`config.mk`:
```
export PLATFORM = sky130hd
export DESIGN_NAME = text_buffer_reader
export DESIGN_NICKNAME = d
export VERILOG_FILES = /design/src/rtl/text_pkg.sv /design/src/rtl/frame_blink.sv /design/src/rtl/text_buffer_reader.sv
export SDC_FILE = /design/constraint.sdc
export NUM_CORES = 1
export LEC_CHECK = 0
export ABC_CLOCK_PERIOD_IN_PS = 1400
export BUFFER_PORTS_ARGS = -buffer_cell sky130_fd_sc_hd__buf_2
export CAP_MARGIN = 0
export CORE_MARGIN = 10
export CORE_UTILIZATION = 30
export DETAILED_ROUTE_END_ITERATION = 16
export SLEW_MARGIN = 20
export SYNTH_ARGS = -nofsm -noshare
export SYNTH_HDL_FRONTEND = slang
export SYNTH_SLANG_ARGS = --single-unit
```
`constraint.sdc`:
```
create_clock -name clk -period 1.4 [get_ports clk]
set_clock_uncertainty 0.05 [all_clocks]
set_input_delay 0.07 -clock clk [delete_from_list [all_inputs] [get_ports clk]]
set_output_delay 0.07 -clock clk [all_outputs]
set_load 0.01 [all_outputs]
```
`src/rtl/text_pkg.sv`:
```
// text_pkg: constants shared by the UART text buffer reader and writer.
// No ports. Holds text grid geometry, RAM address widths, the default blank
// character, and the per-character inverse-video attribute bit.
package text_pkg;

  localparam int COLS    = 32;
  localparam int ROWS    = 4;
  localparam int GLYPH_W = 8;
  localparam int GLYPH_H = 16;

  localparam int COL_AW  = 5;
  localparam int ROW_AW  = 2;

  localparam int WIN_W   = COLS * GLYPH_W;
  localparam int WIN_H   = ROWS * GLYPH_H;

  localparam logic [6:0] BLANK_CODE_DEF = 7'h20;

  // Bit 7 of a RAM byte marks the character as inverse video; [6:0] is ASCII.
  localparam int ATTR_BIT = 7;

  // State carried from the address stage to the output stage.
  typedef struct packed {
    logic       in_win;
    logic       video_on;
    logic [3:0] glyph_row;
    logic [2:0] glyph_col;
  } stage1_t;

endpackage

```
`src/rtl/frame_blink.sv`:
```
// frame_blink: frame counter and cursor blink bit.
// Ports:
//   clk, reset (sync, active low), p_tick (pixel enable),
//   x, y (scan position), blink (counter MSB, toggles every 2^BLINK_LOG2 frames).
// A frame is counted on the pixel tick at scan position (0,0).
module frame_blink #(
  parameter int BLINK_LOG2 = 5
) (
  input  logic       clk,
  input  logic       reset,
  input  logic       p_tick,
  input  logic [9:0] x,
  input  logic [9:0] y,
  output logic       blink
);

  logic [BLINK_LOG2:0] r_frame_cnt;

  always_ff @(posedge clk) begin
    if (!reset) begin
      r_frame_cnt <= '0;
    end else if (p_tick && (x == 10'd0) && (y == 10'd0)) begin
      r_frame_cnt <= r_frame_cnt + {{BLINK_LOG2{1'b0}}, 1'b1};
    end
  end

  assign blink = r_frame_cnt[BLINK_LOG2];

endmodule

```
`src/rtl/text_buffer_reader.sv`:
```
// text_buffer_reader: read side of the UART text buffer.
// Converts the VGA scan position into a character-cell address for the
// 32x4 character RAM, captures the returned byte one pixel later and
// presents ASCII code, glyph offsets and inverse flag aligned to a 2-tick
// delayed copy of video_on.
// Ports:
//   clk, reset (sync, active low), p_tick (pixel enable, 1 clk wide)
//   video_on, x, y           : scan position from the VGA controller
//   ry, rx / rdata           : RAM read address / data (1 clk latency)
//   cur_y, cur_x             : writer cursor cell (cursor build only)
//   ascii_code, glyph_row, glyph_col, inverse, video_on_d : aligned outputs
// Build option: define TBR_CURSOR_EN for a blinking underline cursor on
// glyph rows 14-15 of the cursor cell. Without it the cursor ports are ignored.
module text_buffer_reader
  import text_pkg::*;
#(
  parameter int         X0         = 64,
  parameter int         Y0         = 208,
  parameter logic [6:0] BLANK_CODE = BLANK_CODE_DEF,
  parameter int         BLINK_LOG2 = 5
) (
  input  logic              clk,
  input  logic              reset,
  input  logic              p_tick,
  input  logic              video_on,
  input  logic [9:0]        x,
  input  logic [9:0]        y,
  output logic [ROW_AW-1:0] ry,
  output logic [COL_AW-1:0] rx,
  input  logic [7:0]        rdata,
  input  logic [ROW_AW-1:0] cur_y,
  input  logic [COL_AW-1:0] cur_x,
  output logic [6:0]        ascii_code,
  output logic [3:0]        glyph_row,
  output logic [2:0]        glyph_col,
  output logic              inverse,
  output logic              video_on_d
);

  // Unsigned 10-bit offsets: left/above the window wraps to a large value,
  // so a single upper-bound compare covers both sides.
  logic [9:0] w_dx;
  logic [9:0] w_dy;
  logic       w_in_win;
  logic       w_cursor_on;

  assign w_dx     = x - 10'(X0);
  assign w_dy     = y - 10'(Y0);
  assign w_in_win = (w_dx < 10'(WIN_W)) && (w_dy < 10'(WIN_H));

  logic [ROW_AW-1:0] r_ry;
  logic [COL_AW-1:0] r_rx;
  stage1_t           r_s1;
  logic [6:0]        r_ascii;
  logic [3:0]        r_glyph_row;
  logic [2:0]        r_glyph_col;
  logic              r_inverse;
  logic              r_video_on_d;

`ifdef TBR_CURSOR_EN
  logic w_blink;

  frame_blink #(
    .BLINK_LOG2(BLINK_LOG2)
  ) u_frame_blink (
    .clk   (clk),
    .reset (reset),
    .p_tick(p_tick),
    .x     (x),
    .y     (y),
    .blink (w_blink)
  );

  // The held RAM address equals the stage-1 pixel's cell whenever that pixel
  // is in the window, which is the only case where inverse can be set.
  assign w_cursor_on = ({r_ry, r_rx} == {cur_y, cur_x}) && w_blink &&
                       (r_s1.glyph_row >= 4'd14);
`else
  logic w_unused;
  assign w_unused    = ^{cur_x, cur_y};
  assign w_cursor_on = 1'b0;
`endif

  always_ff @(posedge clk) begin
    if (!reset) begin
      r_ry         <= '0;
      r_rx         <= '0;
      r_s1         <= '0;
      r_ascii      <= BLANK_CODE;
      r_glyph_row  <= '0;
      r_glyph_col  <= '0;
      r_inverse    <= 1'b0;
      r_video_on_d <= 1'b0;
    end else if (p_tick) begin
      if (w_in_win) begin
        r_rx <= w_dx[7:3];
        r_ry <= w_dy[5:4];
      end
      r_s1.in_win    <= w_in_win;
      r_s1.video_on  <= video_on;
      r_s1.glyph_row <= w_dy[3:0];
      r_s1.glyph_col <= w_dx[2:0];

      // rdata has settled for the address issued on the previous tick.
      r_ascii      <= r_s1.in_win ? rdata[6:0] : BLANK_CODE;
      r_inverse    <= r_s1.in_win & (rdata[ATTR_BIT] ^ w_cursor_on);
      r_glyph_row  <= r_s1.glyph_row;
      r_glyph_col  <= r_s1.glyph_col;
      r_video_on_d <= r_s1.video_on;
    end
  end

  assign ry         = r_ry;
  assign rx         = r_rx;
  assign ascii_code = r_ascii;
  assign glyph_row  = r_glyph_row;
  assign glyph_col  = r_glyph_col;
  assign inverse    = r_inverse;
  assign video_on_d = r_video_on_d;

endmodule

```
; ---- Word level (Yosys, flattened, before mapping)
; Cells that the tools add are included.
[word_totals]
register_bits = 32
input_bits = 39
out_inout_bits = 23
elab_cells = 19
[classes]
add_sub_neg = 2
order_cmp = 2
n_mux = 1
bitwise = 1
reduce_logical = 2
[ops]
columns = cell, count
row1 = "10-bit by 7-bit less-than comparator with 1-bit output, second input constant", 1
row2 = "10-bit by 9-bit less-than comparator with 1-bit output, second input constant", 1
row3 = "10-bit by 7-bit subtractor with 10-bit output, second input constant", 1
row4 = "10-bit by 8-bit subtractor with 10-bit output, second input constant", 1
row5 = 7-bit 2-to-1 mux, 1
row6 = 2-bit AND reduction, 1
row7 = 1-bit bitwise AND, 1
row8 = 1-bit logical AND, 1

; ---- Logic depth before layout (Yosys ltp)
[depth]
depth_word = 4
depth_mapped = 6
mapped_depth_nobuf = 6

; ---- Worst setup path after synthesis
; No wires, ideal clock.
[synth_timing]
kind = input to register
startpoint = input port x[6]
endpoint = register r_rx[0] (netlist: rx[0])
setup_ps = 72
t_arrival_ps = 1044
required_ps = 1278
path_slack_ps = 234
path_stages = 6
path_buffers = 0
path_cell_list = inv_1 -> ha_1 -> xnor2_1 -> nand4b_1 -> a21oi_4 -> mux2i_1
[synth_via]
elab_chain_cells = 4
[synth_rtl]
columns = element, line_no
row1 = "start, declared", text_buffer_reader.sv:26  ; input logic [9:0] x,
row2 = 10-bit by 7-bit subtractor with 10-bit output, text_buffer_reader.sv:47  ; assign w_dx = x - 10'(X0);
row3 = 10-bit by 9-bit less-than comparator with 1-bit output, text_buffer_reader.sv:49  ; assign w_in_win = (w_dx < 10'(WIN_W)) && (w_dy < 10'(WIN_H));
row4 = 1-bit logical AND, text_buffer_reader.sv:49
row5 = 2-bit AND reduction (no source line), n/a
row6 = "end signal, assigned", text_buffer_reader.sv:96  ; r_rx <= w_dx[7:3];
row7 = "end, declared", text_buffer_reader.sv:52  ; logic [COL_AW-1:0] r_rx;
; Every way passes these cells.
; A chain may end at the register's enable or synchronous reset.

; ---- Final worst setup path
[layout_timing]
startpoint = input port x[8]
endpoint = register r_rx[4] (netlist: rx[4])
; The elaborated chain is that of the path after synthesis.

==> results by group <==
Outcome
  • Status: finished clean

STA
  • RSZ-0062 raised after global routing: no
  • F_max: 943 MHz
  • Worst Tran Pin Value: 0.291 ns
  • Fin crit share: 75.7%
  • Setup TNS: 0 ns
  • Final hold vios: 0
  • Minimum hold slack: 0.00868 ns
  • Final Max Slew Viols: 0
  • Min Tclk post-route: 1.06 ns
  • Rel. slew slack: 80.6%
  • Final setup vio count: 0

Clock tree
  • Clk_lat worst skew: 0.27 ns
  • Clock Sinks: 32
  • CTS tree: done
  • Clock-pin slew on the worst setup and hold paths: 0.06 ns
  • CTS buffer count: 5
  • H-Tree Depth: 2
  • Root Buffer Master: clkbuf_8
  • Max clock buf depth: 2
  • CTS resizes: 0

Worst setup path
  • Endpoint type of the worst setup path: flop
  • Slowest stage cell, crit path: nor3_1
  • End of the critical path: rx[4]
  • Buf+Inv Stages, Crit Path: 2
  • Reg2reg setup slack: 0.41 ns
  • Worst Reg-to-Reg Cells: 3
  • R2r endpoint: inverse
  • Critical Path Stages: 7
  • CP startpoint: x[8]
  • Crit start category: input pin
  • Crit path kind: input pin to flop
  • Largest stage delay, worst path: 0.22 ns
  • FF-to-FF Start: r_s1[8]
  • CP max FO: 6
  • Arrival @ worst endpoint: 1.21 ns
  • Cell family with most CP delay: simple AND/OR/NAND/NOR gates
  • Critical Path RT: 1.55 ns
  • CP cell instances: buf_2, nor3_1, xnor2_1, nand4b_1, a21oi_4, buf_12, mux2i_1

Logic synthesis
  • Mux contribution to synthesized area: 17.1%
  • Post-Syn Area: 1350 um2
  • Yosys reg bits: 32
  • Post-synth net total: 179
  • Avg Inst Size Synth: 9.75 um2
  • Top-area cell type share of the netlist area: 47.6%
  • Largest family of logic cells by synthesized area: simple AND/OR/NAND/NOR gates
  • Synth Area in Compound Gates: 5.77%
  • Synth Warn #: 0
  • Post-synth cell types: 22
  • Synth Area in Simple Gates: 22.1%
  • Adder-cell share of the synthesized area: 1.86%
  • Synth top area cells: dfxtp_1, mux2i_1, nor2b_1
  • Yosys top cell by area: dfxtp_1
  • Cells after synthesis: 138
  • Sequential area share after synthesis: 47.6%
  • XOR/XNOR Fraction of Synth Area: 1.30%

Routing
  • Total wire length: 3160 um
  • TritonRoute pass-1 iters: 4
  • Drt drc: 0
  • ANT nets after route: 0
  • DR WL/cell: 12.2 um
  • Total number of vias: 1135
  • Vias per cell: 4.38
  • Detailed Route Iter0 Violations: 18

Pwr
  • VDD IR max: 0.574 mV
  • Net Sw Power: 0.000404 W
  • Lkg Pwr: 0.871 nW
  • Cell Pwr Density: 952 nW/um2
  • Internal power: 0.00138 W
  • Sequential share of power: 52.8%
  • Sw Share: 22.6%
  • Clk network pwr share: 36.1%
  • Logic pwr share: 11.1%

Layout
  • Most frequent cells in the layout: buf_2, dfxtp_1, nor2b_1
  • Nets: 248
  • P&R area growth vs syn: 39.7%
  • Design area: 1880 um2
  • Filler cells: 442
  • Share of layout cells above drive strength 1: 32.9%
  • Antenna cells: 0
  • Commonest non-fill, non-tap cell in the layout: buf_2

Floorplanning
  • I/O pin count: 62
  • Num rows: 24
  • Core Region: 4350 um2
  • Initial Util: 30.9%
  • Die X: 87.0 um
  • Die outline height: 87.0 um
  • Die area: 7560 um2

Global route
  • Vias in the first global route: 1224
  • Largest net degree at the start of global routing: 18
  • GRT Overall Usage: 8.87%
  • Global-route wire length before repair: 5500 um
  • Initial antenna violation count: 0
  • Total congestion overflow: 0

Hold path
  • Hold WC Path Type: input pin to flop

Flow run
  • Maxcap violations: 0

Place
  • Port buffer count: 54
  • Gpl congestion: 0.753
  • HPWL Detailed: 2510 um
  • DP Area: 1710 um2
==> cells in the mapped netlist (all sizes together) <==
cell type  number
dfxtp          32
nor2b          31
mux2i          23
nand2          14
a21oi           8
inv             6
clkbuf          5
buf             3
ha              2
nand2b          2
xnor2           2
a211oi          1
and2            1
nand4           1
nand4b          1
nor2            1
nor3            1
nor4b           1
o21a            1
o21ai           1
o22ai           1
==> stage by stage <==
step	instances	worst slack [ns]	total power [W]	utilization, %
after floorplan	138	0.234	0.00107	-
after global placement	243	0.0749	0.00115	39.3
after detailed placement	243	0.0397	0.00115	39.3
after CTS	259	0.328	0.00182	43.2
after global routing	259	0.230	0.00189	43.2
final	259	0.340	0.00179	43.2
==> area by class of cell <==
| cell class | instances | area [um2] | share of cell area [%] |
|---|---|---|---|
| repair buffers | 70 | 425 | 22.6 |
| clock inverters | 1 | 5.00 | 0.266 |
| clock buffers | 6 | 72.6 | 3.86 |
| multi-input cells | 92 | 648 | 34.5 |
| inverters | 6 | 22.5 | 1.20 |
| flip-flops and latches | 32 | 641 | 34.1 |
| well taps | 52 | 65.1 | 3.46 |
==> sequential cells by signal, summed over array words and instances, names as in the netlist <==
register / flops
r_s1: 9
ascii_code: 7
rx: 5
glyph_row: 4
glyph_col: 3
ry: 2
inverse: 1
video_on_d: 1
==> cell families (layout without fill, tap and decap cells) <==
kind of cell	count (synthesis)	in the layout
compound gates	12	12
xor+xnor	2	2
fa+ha+maj	2	2
buf+inv	14	83
flops	32	32
mux	23	23
simple gates	53	53
==> worst min-delay path by stage <==
stage | startpoint | to | slack (ns) | cells past startpoint
finish | x[3] | rx[0] | 0.009 | 3
global placement | rdata[5] | ascii_code[5] | 0.26 | 3
detailed placement | rdata[5] | ascii_code[5] | 0.24 | 3
CTS | x[0] | r_s1[0] | 0.0006 | 3
floorplan | rdata[5] | ascii_code[5] | 0.16 | 2
global route | x[3] | rx[0] | 0.006 | 3
==> per-layer routing <==
layer | track usage (%) | part of all wire (%) | vias up
li1 | - | - | 586
met5 | 0 | 0 | -
met2 | 13.2 | 44 | 42
met1 | 10.0 | 43 | 505
met3 | 5.71 | 13 | 2
met4 | 3.09 | 0.32 | 0
==> tightest hold or removal path, stage by stage <==
cell     delay (ns)
buf_2          0.10
nand2_1        0.05
mux2i_1        0.06
==> timing repair <==
action                                 4_1_cts  5_1_grt
setup buffers                                0        0
endpoints found under the hold margin        9        0
hold buffers                                 9        0
==> power by group through the flow <==
| stage | sequential (W) | combinational [W] | clock [W] |
|---|---|---|---|
| floorplan | 0.000968 | 0.0000990 | 0 |
| global placement | 0.000964 | 0.000182 | 0 |
| detailed placement | 0.000965 | 0.000184 | 0 |
| CTS | 0.000944 | 0.000204 | 0.000675 |
| global route | 0.000946 | 0.000225 | 0.000714 |
| finish | 0.000944 | 0.000199 | 0.000645 |
No activity file was read; power rests on OpenSTA's default activity.
